**src/rtl/tcp_tx_datap.sv**
```systemverilog
// Transmit datapath of the slow TCP engine: takes one scheduled flow, reads its
// state, sizes the next segment and hands a header descriptor to the assembler.
module tcp_tx_datap #(
  parameter int FLOWID_W = 3,
  parameter int TX_PTR_W = 12,
  parameter int MSS      = 1024
) (
  input  logic                clk,
  input  logic                rst,
  input  logic                sched_tx_val,
  input  logic [FLOWID_W-1:0] sched_tx_flowid,
  input  logic                sched_tx_ack_pend,
  input  logic                sched_tx_data_pend,
  output logic                sched_tx_rdy,
  output logic                state_rd_req_val,
  output logic [FLOWID_W-1:0] state_rd_req_addr,
  input  logic [31:0]         tx_seq_num_rd_resp,
  input  logic [31:0]         their_ack_num_rd_resp,
  input  logic [15:0]         our_win_rd_resp,
  input  logic [15:0]         their_win_rd_resp,
  input  logic [TX_PTR_W:0]   tx_head_ptr_rd_resp,
  input  logic [TX_PTR_W:0]   tx_tail_ptr_rd_resp,
  output logic                tx_seq_wr_val,
  output logic [FLOWID_W-1:0] tx_seq_wr_addr,
  output logic [31:0]         tx_seq_wr_data,
  output logic                pkt_val,
  input  logic                pkt_rdy,
  output logic [FLOWID_W-1:0] pkt_flowid,
  output logic [31:0]         pkt_seq_num,
  output logic [31:0]         pkt_ack_num,
  output logic [7:0]          pkt_flags,
  output logic [15:0]         pkt_win,
  output logic [TX_PTR_W-1:0] pkt_payload_addr,
  output logic [15:0]         pkt_payload_len,
  output logic                sched_upd_val,
  output logic [FLOWID_W-1:0] sched_upd_flowid,
  output logic                sched_upd_clr_ack,
  output logic                sched_upd_clr_data,
  output logic                sched_upd_set_rt
);

  localparam int PW = TX_PTR_W + 1;
  localparam logic [16:0] MSS_X = 17'(MSS);
  localparam logic [7:0] FLAG_ACK = 8'h10;
  localparam logic [7:0] FLAG_PSH = 8'h08;

  typedef enum logic [1:0] {IDLE, RD, CALC, OUT} state_e;

  function automatic logic [16:0] sat_sub(input logic [16:0] a, input logic [16:0] b);
    return (a > b) ? (a - b) : 17'd0;
  endfunction

  function automatic logic [16:0] min3(input logic [16:0] a, input logic [16:0] b,
                                       input logic [16:0] c);
    logic [16:0] m;
    m = (a < b) ? a : b;
    return (m < c) ? m : c;
  endfunction

  state_e state_q, state_d;
  logic [FLOWID_W-1:0] flowid_q, flowid_d;
  logic ack_pend_q, ack_pend_d;
  logic data_pend_q, data_pend_d;

  // Descriptor registers: loaded in CALC, never reset (qualified by state).
  logic [31:0]         seq_q, ack_q;
  logic [15:0]         win_q, len_q;
  logic [TX_PTR_W-1:0] addr_q;
  logic [7:0]          flags_q;

  logic [PW-1:0] sp, avail, inflight;
  logic [16:0]   avail_x, usable_x, len_x;
  logic          calc_psh;

  always_comb begin
    sp       = tx_seq_num_rd_resp[PW-1:0];
    avail    = tx_tail_ptr_rd_resp - sp;
    inflight = sp - tx_head_ptr_rd_resp;
    avail_x  = 17'(avail);
    usable_x = sat_sub({1'b0, their_win_rd_resp}, 17'(inflight));
    len_x    = min3(avail_x, usable_x, MSS_X);
    calc_psh = (len_x != 17'd0) && (len_x == avail_x);
  end

  logic rdy_s, rd_val_s, pkt_val_s, wr_val_s, upd_val_s, upd_ack_s, upd_rt_s;

  always_comb begin
    state_d     = state_q;
    flowid_d    = flowid_q;
    ack_pend_d  = ack_pend_q;
    data_pend_d = data_pend_q;
    rdy_s       = 1'b0;
    rd_val_s    = 1'b0;
    pkt_val_s   = 1'b0;
    wr_val_s    = 1'b0;
    upd_val_s   = 1'b0;
    upd_ack_s   = 1'b0;
    upd_rt_s    = 1'b0;
    case (state_q)
      IDLE: begin
        rdy_s = 1'b1;
        if (sched_tx_val) begin
          flowid_d    = sched_tx_flowid;
          ack_pend_d  = sched_tx_ack_pend;
          data_pend_d = sched_tx_data_pend;
          state_d     = RD;
        end
      end
      RD: begin
        rd_val_s = 1'b1;
        state_d  = CALC;
      end
      CALC: begin
        if (len_x == 17'd0 && !ack_pend_q) begin
          upd_val_s = 1'b1;
          state_d   = IDLE;
        end else begin
          state_d = OUT;
        end
      end
      OUT: begin
        pkt_val_s = 1'b1;
        if (pkt_rdy) begin
          wr_val_s  = 1'b1;
          upd_val_s = 1'b1;
          upd_ack_s = 1'b1;
          upd_rt_s  = (len_q != 16'd0);
          state_d   = IDLE;
        end
      end
      default: state_d = IDLE;
    endcase
  end

  always_ff @(posedge clk or posedge rst) begin
    if (rst) begin
      state_q     <= IDLE;
      flowid_q    <= '0;
      ack_pend_q  <= 1'b0;
      data_pend_q <= 1'b0;
    end else begin
      state_q     <= state_d;
      flowid_q    <= flowid_d;
      ack_pend_q  <= ack_pend_d;
      data_pend_q <= data_pend_d;
    end
  end

  always_ff @(posedge clk) begin
    if (state_q == CALC) begin
      seq_q   <= tx_seq_num_rd_resp;
      ack_q   <= their_ack_num_rd_resp;
      win_q   <= our_win_rd_resp;
      addr_q  <= sp[TX_PTR_W-1:0];
      len_q   <= len_x[15:0];
      flags_q <= FLAG_ACK | (calc_psh ? FLAG_PSH : 8'h00);
    end
  end

  // Data outputs are forced to zero whenever their strobe is low.
  assign sched_tx_rdy       = rdy_s;
  assign state_rd_req_val   = rd_val_s;
  assign state_rd_req_addr  = rd_val_s ? flowid_q : '0;
  assign tx_seq_wr_val      = wr_val_s;
  assign tx_seq_wr_addr     = wr_val_s ? flowid_q : '0;
  assign tx_seq_wr_data     = wr_val_s ? (seq_q + 32'(len_q)) : 32'd0;
  assign pkt_val            = pkt_val_s;
  assign pkt_flowid         = pkt_val_s ? flowid_q : '0;
  assign pkt_seq_num        = pkt_val_s ? seq_q : 32'd0;
  assign pkt_ack_num        = pkt_val_s ? ack_q : 32'd0;
  assign pkt_flags          = pkt_val_s ? flags_q : 8'd0;
  assign pkt_win            = pkt_val_s ? win_q : 16'd0;
  assign pkt_payload_addr   = pkt_val_s ? addr_q : '0;
  assign pkt_payload_len    = pkt_val_s ? len_q : 16'd0;
  assign sched_upd_val      = upd_val_s;
  assign sched_upd_flowid   = upd_val_s ? flowid_q : '0;
  assign sched_upd_clr_ack  = upd_ack_s;
  assign sched_upd_clr_data = upd_val_s & data_pend_q;
  assign sched_upd_set_rt   = upd_rt_s;

endmodule

```
**config.mk**
```make
export PLATFORM = sky130hd
export DESIGN_NAME = tcp_tx_datap
export DESIGN_NICKNAME = d
export VERILOG_FILES = /design/src/rtl/tcp_tx_datap.sv
export SDC_FILE = /design/constraint.sdc
export NUM_CORES = 1
export LEC_CHECK = 0
export CORE_MARGIN = 2
export CORE_UTILIZATION = 35
export DETAILED_ROUTE_END_ITERATION = 8
export PLACE_DENSITY = 0.66
export SETUP_SLACK_MARGIN = 0.2
export SYNTH_ARGS = -nofsm -noshare
export SYNTH_HDL_FRONTEND = slang
export SYNTH_SLANG_ARGS = --single-unit
```
**constraint.sdc**
```tcl
create_clock -name clk -period 14.2 [get_ports clk]
set_clock_uncertainty 0.1 [all_clocks]
set_input_delay 2.84 -clock clk [delete_from_list [all_inputs] [get_ports clk]]
set_output_delay 2.84 -clock clk [all_outputs]
set_load 0.02 [all_outputs]
```
==> results.md, run 1 <==
- Synth Cell Area: 0.00810 mm²
- DR vias/cell: 5.24
- Synth Area in Simple Gates: 22.4%
- CTS Root Cell: clkbuf_16
- Cell mode on critical path: o21ai_0
- Hold_buf cts: 0
- Critical Path Max Stage Delay: 0.46 ns
- Number of port buffers: 292
- Die Span Y: 156 µm
- Placed cells: 1,399
- Global-route wire length before repair: 39,800 µm
- Clk Latency, worst-skew pair: ~0.34 ns
- Synth top area share: a little over a third
- Slowest CP cell: clkdlybuf4s50_1
- Final instance area: 0.0116 mm²
- WP data required: 11.26 ns
- CP max FO: 20
- Largest net degree at the start of global routing: 104
- Wire per inst: 19.1 µm
- GRT Overall Usage: 21.2%
- Cts bufs inserted: 9
- Clock Sinks: 104
- Synth top area cells: edfxtp_1 (36%), ha_1 (10%), and3_1 (8.2%)
- Max Slew Vio Count: 0
- Antenna violations before repair: 0
- Status: finished clean
- Vias in the first global route: 6,974
- Die area: 0.0244 mm²
- Initial Util: 35.7%
- Adder-cell share of the synthesized area: 11.0%
- Pwr Density: 194 mW/mm²
- Worst slew pin tran: 1.08 ns
- RD Place Congestion: 0.905
- Share of synthesized flip-flops with an asynchronous set or reset: 6.73%
- Complex-gate fraction of the synthesized area: 14.6%
- Number of max-cap violations: 0
- Vias: 7,427
- Fin Hold WS: 0.449 ns
- 1st-iter DRT viols: between 300 and 400
- H-tree Lvls: 3
- Final min period: 13.17 ns
- DRC violations left: 0
- CP top delay family: compound AO/OA/AOI/OAI gates
- Ant. Diodes: 0
- TritonCTS clock tree: done
- Fmax: 0.0759 GHz
- Worst path bufs/invs: 7
- Yosys reg bits: 104
- Largest family of logic cells by synthesized area: simple AND/OR/NAND/NOR gates
- First-pass DRT Iterations: 5
- Clock-pin slew on the worst setup and hold paths: 0.07 ns
- Post-DP HPWL: 21,500 µm
- Share of layout cells above drive strength 1: 6.18%
- Critical path class: in -> out
- EDFF count, synth: 97
- Post-Place Cell Area: between 0.01 and 0.015 mm²
- Crit path DAT: 10.23 ns
- Post-Synthesis Cells: ~860
- Yosys warning count: 0
- # setup viols final: 0
- Area Overhead vs Synth: 43.2%
- Register area share after synthesis: around two fifths
- Slew margin rel.: 27.8%
- LEAKAGE: 4.83 nW
- Final hold vios: 0
- Core ar.: 0.0227 mm²
- Filler cells: 2,100
- Non-filler cells, final: 1,418
- Ports: around 300
- CP Launch Type: input port
- Xor/xnor share of the synthesized area: 6.05%
- Most used DFF post-synth: edfxtp_1
- Hold Path Class: reg -> reg
- Final antenna-violating net count: 0
- Setup crit end kind: primary output
- Tcrit/Tclk final: around 93%
- Max Buffers Root-to-Sink: 2
- Final WL: 27,100 µm
- Area of the multi-input gates: 0.00455 mm²
- FF/Latch Area: 0.00309 mm²
- Netlist cell types: 84
- Post-synth top area cell: edfxtp_1
- Nets: 1,328
- Total grt overflow: 0
- Syn avg cell area: 9.47 µm²
- Fin Setup TNS: 0 ns
- Row cnt: 55
- Post-synthesis mux area share: 1.05%
- RSZ-0062 raised after global routing: no
- Die Width: 156 µm
- VDD IR max: 0.0000931 V
## cell usage in the layout (no fill, tap or decap), drive strengths merged, types with 12 or more instances in the layout
cell,instances
xor2,20
inv,68
xnor2,36
nor2,73
nand3,20
o21ai,26
buf,13
ha,65
nor3,22
and3,106
a21o,12
nand2,40
clkdlybuf4s50,287
a21oi,45
nor2b,17
edfxtp,97
## path summary, 6_finish.rpt
path | startpoint | endpoint | slack (ns) | cells after the start
worst max-delay path | tx_seq_num_rd_resp[0] | sched_upd_clr_data | 1.03 | 38
worst min-delay path | data_pend_q | data_pend_q | 0.45 | 1
worst max register to register | state_q[0] | seq_q[25] | 11.32 | 3
worst min register to register | data_pend_q | data_pend_q | 0.45 | 1
max in group asynchronous | rst | state_q[1] | 11.11 | 2
min in group asynchronous | rst | flowid_q[1] | 2.64 | 2
## layer usage
| metal | part of all wire, % | GRT usage [%] | wire (µm) |
|---|---|---|---|
| met3 | 6.2 | 4.19 | 1680 |
| met4 | 1.8 | 5.94 | 487 |
| met5 | 0 | 0 | 0 |
| met2 | 51 | 38.4 | 13800 |
| met1 | 41 | 25.5 | 11100 |
## kinds of logic (layout without fill, tap and decap cells)
family                     after synthesis  in the layout
other                                    1             11
and+or+nand+nor                        335            335
xor gates and xnor gates                56             56
buffers and inverters                  118            385
adders and majority gates               69             69
AOI/OAI and AO/OA                      165            165
muxes                                    8              8
DFF                                    104            104
## metrics by stage
step	utilization (%)	setup slack, ns	power (mW)
CTS	50.8	0.438	2.27
finish	51.1	1.03	2.26
detailed placement	49.4	0.108	1.99
global placement	49.4	0.314	1.99
floorplan	-	1.56	1.42
global route	51.1	0.301	2.40
## where the power goes
group	leakage, nW	total (mW)	switching, mW	internal, mW
clock network	0.155	0.268	0.125	0.143
logic	3.68	1.46	0.834	0.631
registers	0.998	0.524	0.0561	0.468
total	4.83	2.26	1.01	1.24
## cells in the mapped netlist, drive strengths merged (10+ instances only)
library cell and n:
nor2b 17, nor2 73, buf 28, a21o 12, and2 10, edfxtp 97, nor3 22, o21ai 26
a21oi 45, a211oi 10, and3 106, ha 65, xnor2 36, clkbuf 26, nand2 40, xor2 20
inv 64, nand3 20, or3 10
## flip-flops by register name, indices dropped and copies added (netlist names)
name,count
ack_pend_q,1
len_q,16
flags_q,1
seq_q,32
flowid_q,3
data_pend_q,1
win_q,16
state_q,2
ack_q,32
## area by class of cell
| type | count | share of cell area, % |
|---|---|---|
| tap | 285 | 3.07 |
| inverter | 64 | 2.07 |
| sequential | 104 | 26.6 |
| timing repair buffer | 305 | 26.2 |
| clock inverter | 7 | 0.830 |
| clock buffer | 9 | 1.94 |
| multi-input combinational | 644 | 39.2 |
## repair_timing
action	4_1_cts	5_1_grt
gates resized for setup	0	10
endpoints found under the setup margin	5	5
pin swaps	1	2
setup buffers	1	2
Note: power is estimated with default switching activity, not from simulation.
==> inputs of run 2 (changes only) <==
--- a/config.mk
+++ b/config.mk
@@ -5,6 +5,7 @@
 export SDC_FILE = /design/constraint.sdc
 export NUM_CORES = 1
 export LEC_CHECK = 0
+export ABC_CLOCK_PERIOD_IN_PS = 13100
 export CORE_MARGIN = 2
 export CORE_UTILIZATION = 35
 export DETAILED_ROUTE_END_ITERATION = 8
==> constraint.sdc (replaced) <==
create_clock -name clk -period 13.1 [get_ports clk]
set_clock_uncertainty 0.1 [all_clocks]
set_input_delay 2.62 -clock clk [delete_from_list [all_inputs] [get_ports clk]]
set_output_delay 2.62 -clock clk [all_outputs]
set_load 0.02 [all_outputs]
==> run 2 against run 1 <==
Against the previous run: critical endpoint is now sched_upd_flowid[1]; clock-buffer cell count is the same; sequential share of layout area is essentially flat; setup slack lost 0.22 ns; highest routed layer unchanged.
==> results.md, run 2 (synthesis results as in run 1) <==
- Hold Path Class: reg -> reg
- Tot Pwr: 2.42 mW (+7.2%)
- Clock power share: 10.7% (-1.2 points)
- Fin Setup TNS: 0 ns (unchanged)
- Share of layout cells above drive strength 1: 7.01% (+0.83 points)
- Number of port buffers: 292 (unchanged)
- Die Span Y: 156 µm (unchanged)
- Initial Util: 35.7% (unchanged)
- Cts bufs inserted: 9 (unchanged)
- Final instance area: 0.0116 mm² (about the same)
- Row cnt: 55 (unchanged)
- Max Slew Vio Count: 0 (unchanged)
- WP data required: 10.38 ns (-0.88 ns)
- Leading cell type in the layout, fill and taps excluded: clkdlybuf4s50_1
- RD Place Congestion: 0.894 (-1.2%)
- Number of max-cap violations: 0 (unchanged)
- Routed length on met2: 13,700 µm (-0.82%)
- TritonCTS clock tree: done
- Fmax: 0.0814 GHz
- LEAKAGE: 4.80 nW (-0.55%)
- 1st-iter DRT viols: 471 (+20%)
- First-pass DRT Iterations: 5 (unchanged)
- Die area: 0.0244 mm² (unchanged)
- Post-Place Cell Area: 0.0113 mm² (+0.67%)
- FF/Latch Area: 0.00309 mm² (unchanged)
- Antenna violations before repair: 1 (+1)
- Switching Fraction: 45.2% (+0.23 points)
- Global-route wire length before repair: 40,100 µm (+0.69%)
- Final min period: around 12 ns
- Top sig layer: met4
- Worst slew pin tran: 0.867 ns (-0.216 ns)
- Met3 wire length: 1790 µm (+6.1%)
- Critical path class: in -> out
- Largest net degree at the start of global routing: 104 (unchanged)
- Area Overhead vs Synth: 43.3% (about the same)
- Slowest CP cell: clkdlybuf4s50_1
- Critical Path Max Stage Delay: 0.42 ns (-0.04 ns)
- Wire per inst: 18.8 µm (-1.6%)
- Total grt overflow: 0 (unchanged)
- Tcrit/Tclk final: 93.8%
- Final hold vios: 0 (unchanged)
- Slew margin rel.: 42.2% (+14 points)
- Seq pwr share: 23.4% (+0.2 points)
- Worst path bufs/invs: 6 (-1)
- # setup viols final: 0 (unchanged)
- Post-DP HPWL: 21,500 µm (+0.42%)
- H-tree Lvls: 3 (unchanged)
- Filler cells: 2,122 (+1.0%)
- Clock-pin slew on the worst setup and hold paths: 0.07 ns (about the same)
- Ports: 299 (unchanged)
- Vias: 7,437 (+0.13%)
- Die Width: 156 µm (unchanged)
- Crit path DAT: 9.57 ns (-0.66 ns)
- GRT Overall Usage: 21.3% (+0.13 points)
- Final antenna-violating net count: 0 (unchanged)
- Pwr Density: 208 mW/mm² (+7.1%)
- Clk Latency, worst-skew pair: 0.35 ns (about the same)
- CP top delay family: compound AO/OA/AOI/OAI gates
- Status: finished clean
- Final WL: 26,800 µm (-0.97%)
- Max Buffers Root-to-Sink: 2 (unchanged)
- Largest regs: ack_q: 32 flops, seq_q: 32 flops
- DR vias/cell: 5.21 (-0.50%)
- M1 WL: 10,800 µm (-2.3%)
- RSZ-0062 raised after global routing: no
- Setup crit end kind: primary output
- Vias in the first global route: 7,079 (+1.5%)
- Core ar.: 0.0227 mm² (unchanged)
- CP max FO: 20 (unchanged)
- CP Launch Type: input port
- Most frequent cells in the layout: clkdlybuf4s50_1 (287), and3_1 (106), edfxtp_1 (97), nor2_1 (70), ha_1 (65)
- DRC violations left: 0 (unchanged)
- Clock Sinks: 104 (unchanged)
- Gate power share: 66.0% (+1.1 points)
- Area of the multi-input gates: 0.00456 mm² (+0.22%)
- Nets: 1,336 (+0.60%)
- Net Switching: 1.09 mW (+7.7%)
- CTS Root Cell: clkbuf_16
- Internal: 1.33 mW (+6.7%)
- VDD IR max: 0.0000926 V (-0.54%)
run 2: worst reg2reg max path: cells and delay by family, from the launching register on:
family / cells / cell delay, ns
buffers and inverters: 3 / 1.57
DFF: 1 / 0.40
and+or+nand+nor: 1 / 0.23
run 2: power groups by stage:
| stage | clock [mW] | sequential, mW | combinational [mW] |
|---|---|---|---|
| 3_3_place_gp | 0 | 0.569 | 1.59 |
| 3_5_place_dp | 0 | 0.573 | 1.60 |
| 5_1_grt | 0.275 | 0.577 | 1.72 |
| 6_report | 0.258 | 0.565 | 1.59 |
| 4_1_cts | 0.264 | 0.566 | 1.61 |
| 2_1_floorplan | 0 | 0.565 | 0.972 |
run 2: path summary, 6_finish.rpt:
path | cells after the start | slack (ns) | startpoint | endpoint
max | 37 | 0.81 | tx_seq_num_rd_resp[0] | sched_upd_flowid[1]
min | 1 | 0.48 | data_pend_q | data_pend_q
max reg2reg | 4 | 10.41 | state_q[0] | ack_q[30]
min reg2reg | 1 | 0.48 | data_pend_q | data_pend_q
max in group asynchronous | 2 | 10.25 | rst | state_q[1]
min in group asynchronous | 2 | 2.41 | rst | ack_pend_q
run 2: per-layer routing:
| layer | global-route usage [%] | vias up |
|---|---|---|
| li1 | - | 3650 |
| met1 | 24.8 | 3516 |
| met2 | 39.1 | 242 |
| met3 | 4.89 | 29 |
| met4 | 5.94 | 0 |
| met5 | 0 | - |
run 2: area by class of cell:
cell class,instances,area share [%]
Multi-Input combinational cell,644,39.3
Sequential cell,104,26.6
Timing Repair Buffer,313,26.5
Tap cell,285,3.07
Inverter,64,2.07
Clock buffer,9,1.94
Clock inverter,7,0.463
Antenna cell,1,0.0215
run 2: metrics by stage:
step / worst slack (ns) / utilization [%] / hold WS, ns / instances
5_1_grt: 0.182 / 51.1 / 0.499 / 1426
3_5_place_dp: -0.120 / 49.7 / 0.465 / 1409
2_1_floorplan: 0.903 / - / 0.373 / 866
4_1_cts: 0.215 / 51.1 / 0.482 / 1426
6_report: 0.809 / 51.1 / 0.475 / 1427
3_3_place_gp: 0.113 / 49.7 / 0.456 / 1409
run 2: what timing repair did:
action                                 4_1_cts  5_1_grt
gates resized for setup                      5       12
buffers inserted                             1        0
setup endpoints to repair                    5        5
pin swaps                                    1        1
endpoints found under the hold margin        0        0
hold buffers                                 0        0
==> inputs of run 3 (changes only) <==
--- a/config.mk
+++ b/config.mk
@@ -6,10 +6,10 @@
 export NUM_CORES = 1
 export LEC_CHECK = 0
 export ABC_CLOCK_PERIOD_IN_PS = 13100
+export CAP_MARGIN = 20
 export CORE_MARGIN = 2
-export CORE_UTILIZATION = 35
+export CORE_UTILIZATION = 30
 export DETAILED_ROUTE_END_ITERATION = 8
-export PLACE_DENSITY = 0.66
 export SETUP_SLACK_MARGIN = 0.2
 export SYNTH_ARGS = -nofsm -noshare
 export SYNTH_HDL_FRONTEND = slang
==> run 3 against run 2 <==
Against the previous run: sequential cell count unchanged; clock-buffer cell count stayed put; setup slack lost 0.025 ns; critical path type unchanged; largest cell class unchanged; largest power group unchanged.
==> results.md, run 3 (synthesis results as in run 1) <==
- Crit path DAT: 9.60 ns (+0.03 ns)
- FF/Latch Area: 0.00309 mm² (unchanged)
- Die Width: 168 µm (+7.8%)
- CTS Root Cell: clkbuf_16
- CP top delay family: compound AO/OA/AOI/OAI gates
- Largest regs: ack_q: 32 flops, seq_q: 32 flops
- RSZ-0062 raised after global routing: no
- Wire per inst: 18.3 µm (-2.8%)
- Total grt overflow: 0 (unchanged)
- Critical Path Max Stage Delay: 0.45 ns (+0.03 ns)
- Cts bufs inserted: 9 (unchanged)
- Tcrit/Tclk final: 94.0% (+0.19 points)
- Die Span Y: 168 µm (+7.8%)
- Core Util, Final: 43.6% (-7.6 points)
- Worst Setup Slack, final: 0.784 ns (-0.0254 ns)
- Internal: 1.34 mW (+1.1%)
- Clock-pin slew on the worst setup and hold paths: 0.07 ns (about the same)
- Clk Latency, worst-skew pair: 0.35 ns (about the same)
- CP Launch Type: input port
- Number of max-cap violations: 0 (unchanged)
- Initial Util: 30.3% (-5.4 points)
- Fin Setup TNS: 0 ns (unchanged)
- Fmax: 0.0812 GHz (-0.21%)
- Hold Path Depth: 1 (unchanged)
- Final antenna-violating net count: 0 (unchanged)
- Ports: 299 (unchanged)
- Nets: 1,330 (-0.45%)
- Final min period: 12.32 ns (+0.0254 ns)
- GRT Overall Usage: 18.3% (-3.1 points)
- Slowest CP cell: clkdlybuf4s50_1
- Largest net degree at the start of global routing: 104 (unchanged)
- Antenna violations before repair: 0 (-1)
- TritonCTS clock tree: done
- Pwr Density: 208 mW/mm² (+0.16%)
- Setup bufs post-CTS: 0 (-1)
- Max Buffers Root-to-Sink: 2 (unchanged)
- Ant. Diodes: 0 (-1)
- Die area: 0.0283 mm² (+16%)
- R2R depth: 3 (-1)
- Global-route wire length before repair: 40,200 µm (+0.28%)
- WP data required: 10.38 ns (about the same)
- LEAKAGE: 4.76 nW (-0.82%)
- Gate power share: 65.4% (-0.6 points)
- Worst path bufs/invs: 7 (+1)
- Leading cell type in the layout, fill and taps excluded: clkdlybuf4s50_1
- Vias in the first global route: 6,886 (-2.7%)
- Row cnt: 60 (+9.1%)
- Clock Sinks: 104 (unchanged)
- Area Overhead vs Synth: 43.7%
- Switching Fraction: 44.8% (-0.36 points)
- Status: finished clean
- # setup viols final: 0 (unchanged)
- Final hold vios: 0 (unchanged)
- Placed cells: 1,459 (+3.5%)
- Non-filler cells, final: 1,476 (+3.4%)
- VDD IR max: 0.0000845 V (-8.7%)
- Dpl ws: 0.152 ns (+0.272 ns)
- DRC violations left: 0 (unchanged)
- Max Slew Vio Count: 0 (unchanged)
- Vias: 7,323 (-1.5%)
- Most frequent cells in the layout: clkdlybuf4s50_1 (287), and3_1 (106), edfxtp_1 (97), nor2_1 (70), ha_1 (65)
- Critical path depth: 37 (unchanged)
- Final instance area: 0.0116 mm² (+0.25%)
- Share of layout cells above drive strength 1: 6.78% (-0.23 points)
- Net Switching: 1.09 mW (-0.39%)
- Seq pwr share: 23.2% (-0.2 points)
- CP max FO: 10 (-50%)
- Tot Pwr: 2.43 mW (+0.41%)
- Hold Path Class: reg -> reg
- Worst slew pin tran: 0.983 ns (+0.116 ns)
- Setup crit end kind: primary output
- First-pass DRT Iterations: 4 (-1)
- RD Place Congestion: 0.896 (+0.22%)
- Slew margin rel.: 34.5% (-7.7 points)
- Number of port buffers: 292 (unchanged)
- Final WL: 27,000 µm (+0.58%)
- Post-DP HPWL: 21,400 µm (-0.59%)
- Post-Place Cell Area: 0.0113 mm² (+0.11%)
- Critical path class: in -> out
- Filler cells: 2,634 (+24%)
- Core ar.: 0.0267 mm² (+18%)
- DR vias/cell: 4.96 (-4.8%)
- Area of the multi-input gates: 0.00456 mm² (about the same)
- H-tree Lvls: 3 (unchanged)
- Clock power share: 11.4% (+0.7 points)
- Fin Hold WS: 0.403 ns (-0.0719 ns)
- 1st-iter DRT viols: 458 (-2.8%)
==> run 3: routing by layer <==
layer,track usage [%],part of all wire (%)
met1,21.9,42
met4,5.66,2.0
met3,3.34,5.8
met2,33.1,50
met5,0,0
==> run 3: cell type report <==
type | instances | share of cell area (%)
sequential | 104 | 26.5
inverter | 64 | 2.06
timing repair buffer | 307 | 25.9
tap | 341 | 3.66
clock buffer | 9 | 1.93
clock inverter | 7 | 0.688
multi-input combinational | 644 | 39.2
==> run 3: power groups by stage <==
| stage | clock, mW | combinational (mW) | sequential [mW] |
|---|---|---|---|
| floorplan | 0 | 0.972 | 0.565 |
| global placement | 0 | 1.59 | 0.569 |
| detailed placement | 0 | 1.59 | 0.572 |
| CTS | 0.284 | 1.60 | 0.564 |
| global route | 0.296 | 1.71 | 0.576 |
| finish | 0.277 | 1.59 | 0.564 |
==> run 3: final timing paths <==
kind	slack (ns)	end	from
min	0.40	data_pend_q	data_pend_q
max reg2reg	10.19	win_q[4]	state_q[0]
min in group asynchronous	2.40	data_pend_q	rst
min reg2reg	0.40	data_pend_q	data_pend_q
max in group asynchronous	10.25	state_q[0]	rst
max	0.78	sched_upd_val	tx_seq_num_rd_resp[0]
==> run 3: worst register-to-register path, stage by stage, from the launching register on <==
cell,delay (ns)
dfrtp_2,0.40
buf_4,0.39
nor2_4,0.72
buf_4,0.82
==> run 3: repair_timing <==
| action | 4_1_cts | 5_1_grt |
|---|---|---|
| endpoints found under the hold margin | 0 | 0 |
| resized for setup | 6 | 17 |
| setup endpoints to repair | 5 | 5 |
| hold buffers | 0 | 0 |
| pin swaps | 0 | 2 |
| cloned | 0 | 1 |
